===== src/rtl/pipe_pkg.sv =====
// Shared defaults, forwarding-select encoding and scoreboard entry type for the
// pipeline hazard controller.
package pipe_pkg;

    localparam int unsigned AW_DEF         = 4;
    localparam int unsigned NSRC_DEF       = 2;
    localparam int unsigned DEPTH_DEF      = 3;
    localparam int unsigned LOAD_STAGE_DEF = 2;
    localparam int unsigned BR_STAGE_DEF   = 2;

    // Register ids are zero-extended to this width inside the scoreboard.
    localparam int unsigned SB_AW_MAX = 8;

    // fwd_sel encoding: 0 = register file, k = result leaving stage k+1.
    localparam int unsigned FWD_RF = 0;

    typedef struct packed {
        logic                 valid;
        logic                 is_load;
        logic [SB_AW_MAX-1:0] dst_id;
    } sb_entry_t;

    function automatic int unsigned fwd_w(input int unsigned depth);
        return (depth > 1) ? $clog2(depth) : 1;
    endfunction

endpackage


===== src/rtl/fwd_match.sv =====
// Youngest-producer priority encoder for one source operand: returns the
// forwarding stage and whether the producer is a load still short of its data.
module fwd_match
    import pipe_pkg::*;
#(
    parameter int unsigned DEPTH      = DEPTH_DEF,
    parameter int unsigned LOAD_STAGE = LOAD_STAGE_DEF,
    parameter int unsigned FW         = fwd_w(DEPTH_DEF)
) (
    input  logic                  src_en,
    input  logic [SB_AW_MAX-1:0]  src_id,
    input  sb_entry_t [DEPTH:1]   sb,
    output logic [FW-1:0]         stage,
    output logic                  load_haz
);

    // Scan oldest to youngest so the youngest match is the one left standing;
    // a WB match resolves to the register file since it writes through.
    always_comb begin
        stage    = FW'(FWD_RF);
        load_haz = 1'b0;
        for (int k = int'(DEPTH); k >= 1; k--) begin
            if (src_en && sb[k].valid && (sb[k].dst_id == src_id)) begin
                stage    = (k < int'(DEPTH)) ? FW'(k) : FW'(FWD_RF);
                load_haz = sb[k].is_load && (k < int'(LOAD_STAGE));
            end
        end
    end

endmodule


===== src/rtl/pipe_hazard_ctrl.sv =====
// Pipeline hazard controller: destination scoreboard, forwarding select,
// load-use stall, branch/jump flush and memory freeze with event counters.
module pipe_hazard_ctrl
    import pipe_pkg::*;
#(
    parameter int unsigned AW         = AW_DEF,
    parameter int unsigned NSRC       = NSRC_DEF,
    parameter int unsigned DEPTH      = DEPTH_DEF,
    parameter int unsigned LOAD_STAGE = LOAD_STAGE_DEF,
    parameter int unsigned BR_STAGE   = BR_STAGE_DEF
) (
    input  logic                          CLK,
    input  logic                          RST,
    input  logic                          id_valid,
    input  logic [NSRC-1:0]               id_src_en,
    input  logic [NSRC*AW-1:0]            id_src_id,
    input  logic                          id_dst_en,
    input  logic [AW-1:0]                 id_dst_id,
    input  logic                          id_is_load,
    input  logic                          ex_jump,
    input  logic                          br_taken,
    input  logic                          mem_busy,
    output logic                          pc_write,
    output logic                          ifid_write,
    output logic                          idex_bubble,
    output logic                          flush_ifid,
    output logic                          kill_young,
    output logic [NSRC*fwd_w(DEPTH)-1:0]  fwd_sel,
    output logic [15:0]                   stall_cnt,
    output logic [15:0]                   flush_cnt
);

    localparam int unsigned FW = fwd_w(DEPTH);

    sb_entry_t [DEPTH:1]  sb_q, sb_d;
    logic [NSRC*FW-1:0]   fwd_q, fwd_d;
    logic [NSRC*FW-1:0]   match_k;
    logic [NSRC-1:0]      src_haz;
    logic                 load_use;
    logic [15:0]          stall_q, flush_q;

    for (genvar s = 0; s < int'(NSRC); s++) begin : g_match
        fwd_match #(
            .DEPTH      (DEPTH),
            .LOAD_STAGE (LOAD_STAGE),
            .FW         (FW)
        ) u_fwd_match (
            .src_en   (id_valid & id_src_en[s]),
            .src_id   (SB_AW_MAX'(id_src_id[s*AW +: AW])),
            .sb       (sb_q),
            .stage    (match_k[s*FW +: FW]),
            .load_haz (src_haz[s])
        );
    end

    assign load_use = |src_haz;

    // Priority: freeze > branch > jump > load-use > advance. Reset forces all low.
    always_comb begin
        pc_write    = 1'b0;
        ifid_write  = 1'b0;
        idex_bubble = 1'b0;
        flush_ifid  = 1'b0;
        kill_young  = 1'b0;
        if (!RST && !mem_busy) begin
            if (br_taken) begin
                pc_write    = 1'b1;
                ifid_write  = 1'b1;
                idex_bubble = 1'b1;
                flush_ifid  = 1'b1;
                kill_young  = 1'b1;
            end else if (ex_jump) begin
                pc_write    = 1'b1;
                ifid_write  = 1'b1;
                idex_bubble = 1'b1;
                flush_ifid  = 1'b1;
            end else if (load_use) begin
                idex_bubble = 1'b1;
            end else begin
                pc_write   = 1'b1;
                ifid_write = 1'b1;
            end
        end
    end

    always_comb begin
        sb_d  = sb_q;
        fwd_d = fwd_q;
        if (!mem_busy) begin
            for (int k = int'(DEPTH); k >= 2; k--) begin
                sb_d[k] = sb_q[k-1];
                // Entries younger than the branch stage are wrong-path work.
                if (br_taken && ((k - 1) < int'(BR_STAGE))) begin
                    sb_d[k].valid = 1'b0;
                end
            end
            sb_d[1].valid   = id_valid & id_dst_en & ~idex_bubble & ~flush_ifid;
            sb_d[1].is_load = id_is_load;
            sb_d[1].dst_id  = SB_AW_MAX'(id_dst_id);
            fwd_d           = idex_bubble ? '0 : match_k;
        end
    end

    always_ff @(posedge CLK or posedge RST) begin
        if (RST) begin
            sb_q    <= '0;
            fwd_q   <= '0;
            stall_q <= '0;
            flush_q <= '0;
        end else begin
            sb_q  <= sb_d;
            fwd_q <= fwd_d;
            if (!pc_write && (stall_q != 16'hFFFF)) begin
                stall_q <= stall_q + 16'd1;
            end
            if (flush_ifid && (flush_q != 16'hFFFF)) begin
                flush_q <= flush_q + 16'd1;
            end
        end
    end

    assign fwd_sel   = fwd_q;
    assign stall_cnt = stall_q;
    assign flush_cnt = flush_q;

endmodule


===== config.mk =====
export PLATFORM = sky130hd
export DESIGN_NAME = pipe_hazard_ctrl
export DESIGN_NICKNAME = d
export VERILOG_FILES = /design/src/rtl/pipe_pkg.sv /design/src/rtl/fwd_match.sv /design/src/rtl/pipe_hazard_ctrl.sv
export SDC_FILE = /design/constraint.sdc
export NUM_CORES = 1
export LEC_CHECK = 0
export ABC_AREA = 1
export CAP_MARGIN = 20
export CORE_MARGIN = 4
export CORE_UTILIZATION = 25
export CTS_CLUSTER_DIAMETER = 80
export DETAILED_ROUTE_END_ITERATION = 10
export HOLD_SLACK_MARGIN = 0.05
export PLACE_DENSITY_LB_ADDON = 0.25
export SLEW_MARGIN = 20
export SYNTH_ARGS = -nofsm -noshare
export SYNTH_HDL_FRONTEND = slang
export SYNTH_SLANG_ARGS = --single-unit
export TNS_END_PERCENT = 20

===== constraint.sdc =====
create_clock -name CLK -period 3.34 [get_ports CLK]
set_input_delay 0.668 -clock CLK [delete_from_list [all_inputs] [get_ports CLK]]
set_output_delay 0.668 -clock CLK [all_outputs]
set_load 0.02 [all_outputs]

==> impl_metrics.toml <==
[clock_network]
cts_setup_buffers = 0
cts_resized = 0
clock_latency_ps = 290
tritoncts = "yes"
htree_levels = 2
cts_buffers = 5
cts_sinks = 47
cts.clk_slew.worst_paths_ps = 60
clock_path_buffers = 2
clk_root_buffer_cell = "clkbuf_16"
hold_buffers = 0

[timing]
fin_crit_ps = 3130
fin_hold_ws_ps = 484
fin_setup_tns_ps = 0
max_freq_mhz = 319
fin_crit_sh_pct = 93.8
hold_violations = 0
slew_viol_final = 0
worst_slew_pin_slew_ps = 522
final-setup-viol-count = 0
clock_skew_ps = 6.37
slew_headroom_pct = 65.1
rsz0062_at_grt = "false"

[floorplan]
dieArea_mm2 = 0.0135
core.rowCount = 39
fp.dieH_um = 116
core_region_area_mm2 = 0.0114
fp.dieW_um = 116
io_pins = 63
initial_core_util_pct = 25.5

[critical_path]
timing.rr.end = "flush_cnt[2]"
critPathMostFrequentCell = "nand2_1"
crit_chain = "clkdlybuf4s50_1, inv_2, nand2_1, nand2_1, nor2_2, nand3_1, nand2_1, nand3_1, nand2_1, clkdlybuf4s50_1"
worstSetupPathType = "input pin to primary output"
cp_slowest_stage_delay_ps = 610
cp-startpoint = "id_src_id[4]"
path_max_fanout = 3
crit_arrival_ps = 2460
rr_worst_depth = 9
rrSetupSlack_ps = 1440
startpoint_type = "input pin"
critPathRequiredTime_ps = 2670
crit-reg2reg-launch = "flush_cnt[0]"
crit_path_end_kind = "primary output"
cpMaxStageDelayCell = "clkdlybuf4s50_1"

[cells_and_area]
fill_cells = 1267
layout-drive-gt1-share_pct = 11.7
antenna_cells = 0
syn2layout_area_growth_pct = 31.0
layout.cells.most_common = "nand2_1"
fin_util_pct = 33.5
final_cell_area_mm2 = 0.00382
finalNetCount = 459
final_cell_mix = "nand2_1, clkdlybuf4s50_1, dfrtp_1"

[synth]
synth-seq-area-share_pct = 40.3
synthTopCellsByArea = "dfrtp_1, nand2_1, xnor2_1"
synth_area_mm2 = 0.00292
synth_edf_count = 0
post_synth.cell_area_avg_um2 = 7.86
synth_top_area_share_pct = 40.3
synth_top_area_cell = "dfrtp_1"
yosys_warnings = 0
synthesis.nets = 395
synth_ff_type = "dfrtp_1"
async_flop_share_pct = 100
ys_types = 29
syn_inst = 371
ys_seq_elements = 47

[place]
hpwl_um = 5660
io_buffers = 62
placed_area_mm2 = 0.00368
gp_congestion = 0.840

[drt]
ant_nets = 0
drt_iter0_drc = 53
first_pass_iters = 4
viasPerCell = 4.39
wl_per_cell_um = 12.8
num_vias = 2543
drt-total-wl_um = 7410
drc = 0

[global_route]
grt_pass1_wl_um = 12400
grt.met2_usage_pct = 17.6
grt_pass1_vias = 2532
met1_usage_pct = 16.0
grt_overflow = 0
antenna_found_initial = 0
use_met3_pct = 2.77
grt_max_degree = 25
top_usage_layer = "met2"
grtUsageTotal_pct = 11.5

[pwr]
finalPower_w = 0.00178
p_per_area_mw_per_mm2 = 466
ir_drop_uv = 354
p_leak_nw = 1.72

[worst_hold_path]
hp-class = "register to register"
min_path_cells = 2
min_from = "fwd_sel[1]"
hold_end = "fwd_sel[1]"

[job]
drv_cap = 0

[status]
status = "complete, no violations"
-- stage by stage --
step	worst slack, ps	std cells
detailed placement	179	571
global placement	209	571
CTS	177	579
global route	35.9	579
floorplan	908	371
finish	207	579
-- critical path: cells and delay by family --
kind / cells / cell delay [ps]
buffers and inverters: 3 / 1180
and+or+nand+nor: 7 / 630
-- worst max path at each step --
| stage | slack (ps) | depth (start not counted) | endpoint |
|---|---|---|---|
| 2_1_floorplan | 910 | 7 | pc_write |
| 3_3_place_gp | 210 | 10 | idex_bubble |
| 6_report | 210 | 10 | idex_bubble |
| 4_1_cts | 180 | 10 | idex_bubble |
| 3_5_place_dp | 180 | 10 | idex_bubble |
| 5_1_grt | 40 | 10 | idex_bubble |
-- synthesized netlist by cell type (2+ instances only) --
master and number:
o21ai_2 4, ha_1 2, nor2_4 3, nor2_2 4, xnor2_1 23, dfrtp_1 47
nor2_1 16, nand3_1 24, o21ai_0 16, inv_2 7, inv_1 28, xor2_1 13
nand2_2 13, nor3_1 8, nand3b_1 3, buf_2 5, nand4_1 24, nand2_1 117
nand3_4 2, buf_4 2, clkbuf_1 2
-- sequential cells by signal, indices dropped and copies added (netlist names) --
| name | flops |
|---|---|
| flush_cnt | 16 |
| fwd_sel | 4 |
| stall_cnt | 16 |
| sb_q | 11 |
-- routing by layer --
metal,up-vias,share of wire (%)
met2,47,45
met3,9,4.2
li1,1327,-
met1,1160,49
met5,-,0
met4,0,1.8
-- kinds of logic (layout without fill, tap and decap cells) --
group,after synthesis,after routing,share of synthesized area (%)
adders and majority gates,2,2,0.858
and+or+nand+nor,218,218,36.5
AOI/OAI and AO/OA,21,21,4.12
buffers and inverters,47,112,7.38
DFF,47,47,40.3
xor gates and xnor gates,36,36,10.8
-- area by class of cell --
type | instances | area, um2 | share of cell area, %
well taps | 143 | 179 | 4.68
repair buffers | 68 | 666 | 17.4
flip-flops and latches | 47 | 1180 | 30.8
clock inverters | 1 | 5.00 | 0.131
clock buffers | 7 | 133 | 3.47
inverters | 36 | 136 | 3.57
multi-input cells | 277 | 1530 | 39.9
-- where the power goes --
group	total, W	leakage, nW	internal (W)	switching [W]
clock	0.000489	0.0679	0.000277	0.000212
combinational	0.000529	1.03	0.000250	0.000279
sequential	0.000761	0.623	0.000645	0.000116
total	0.00178	1.72	0.00117	0.000607
Power figures use the tool's default switching activity.
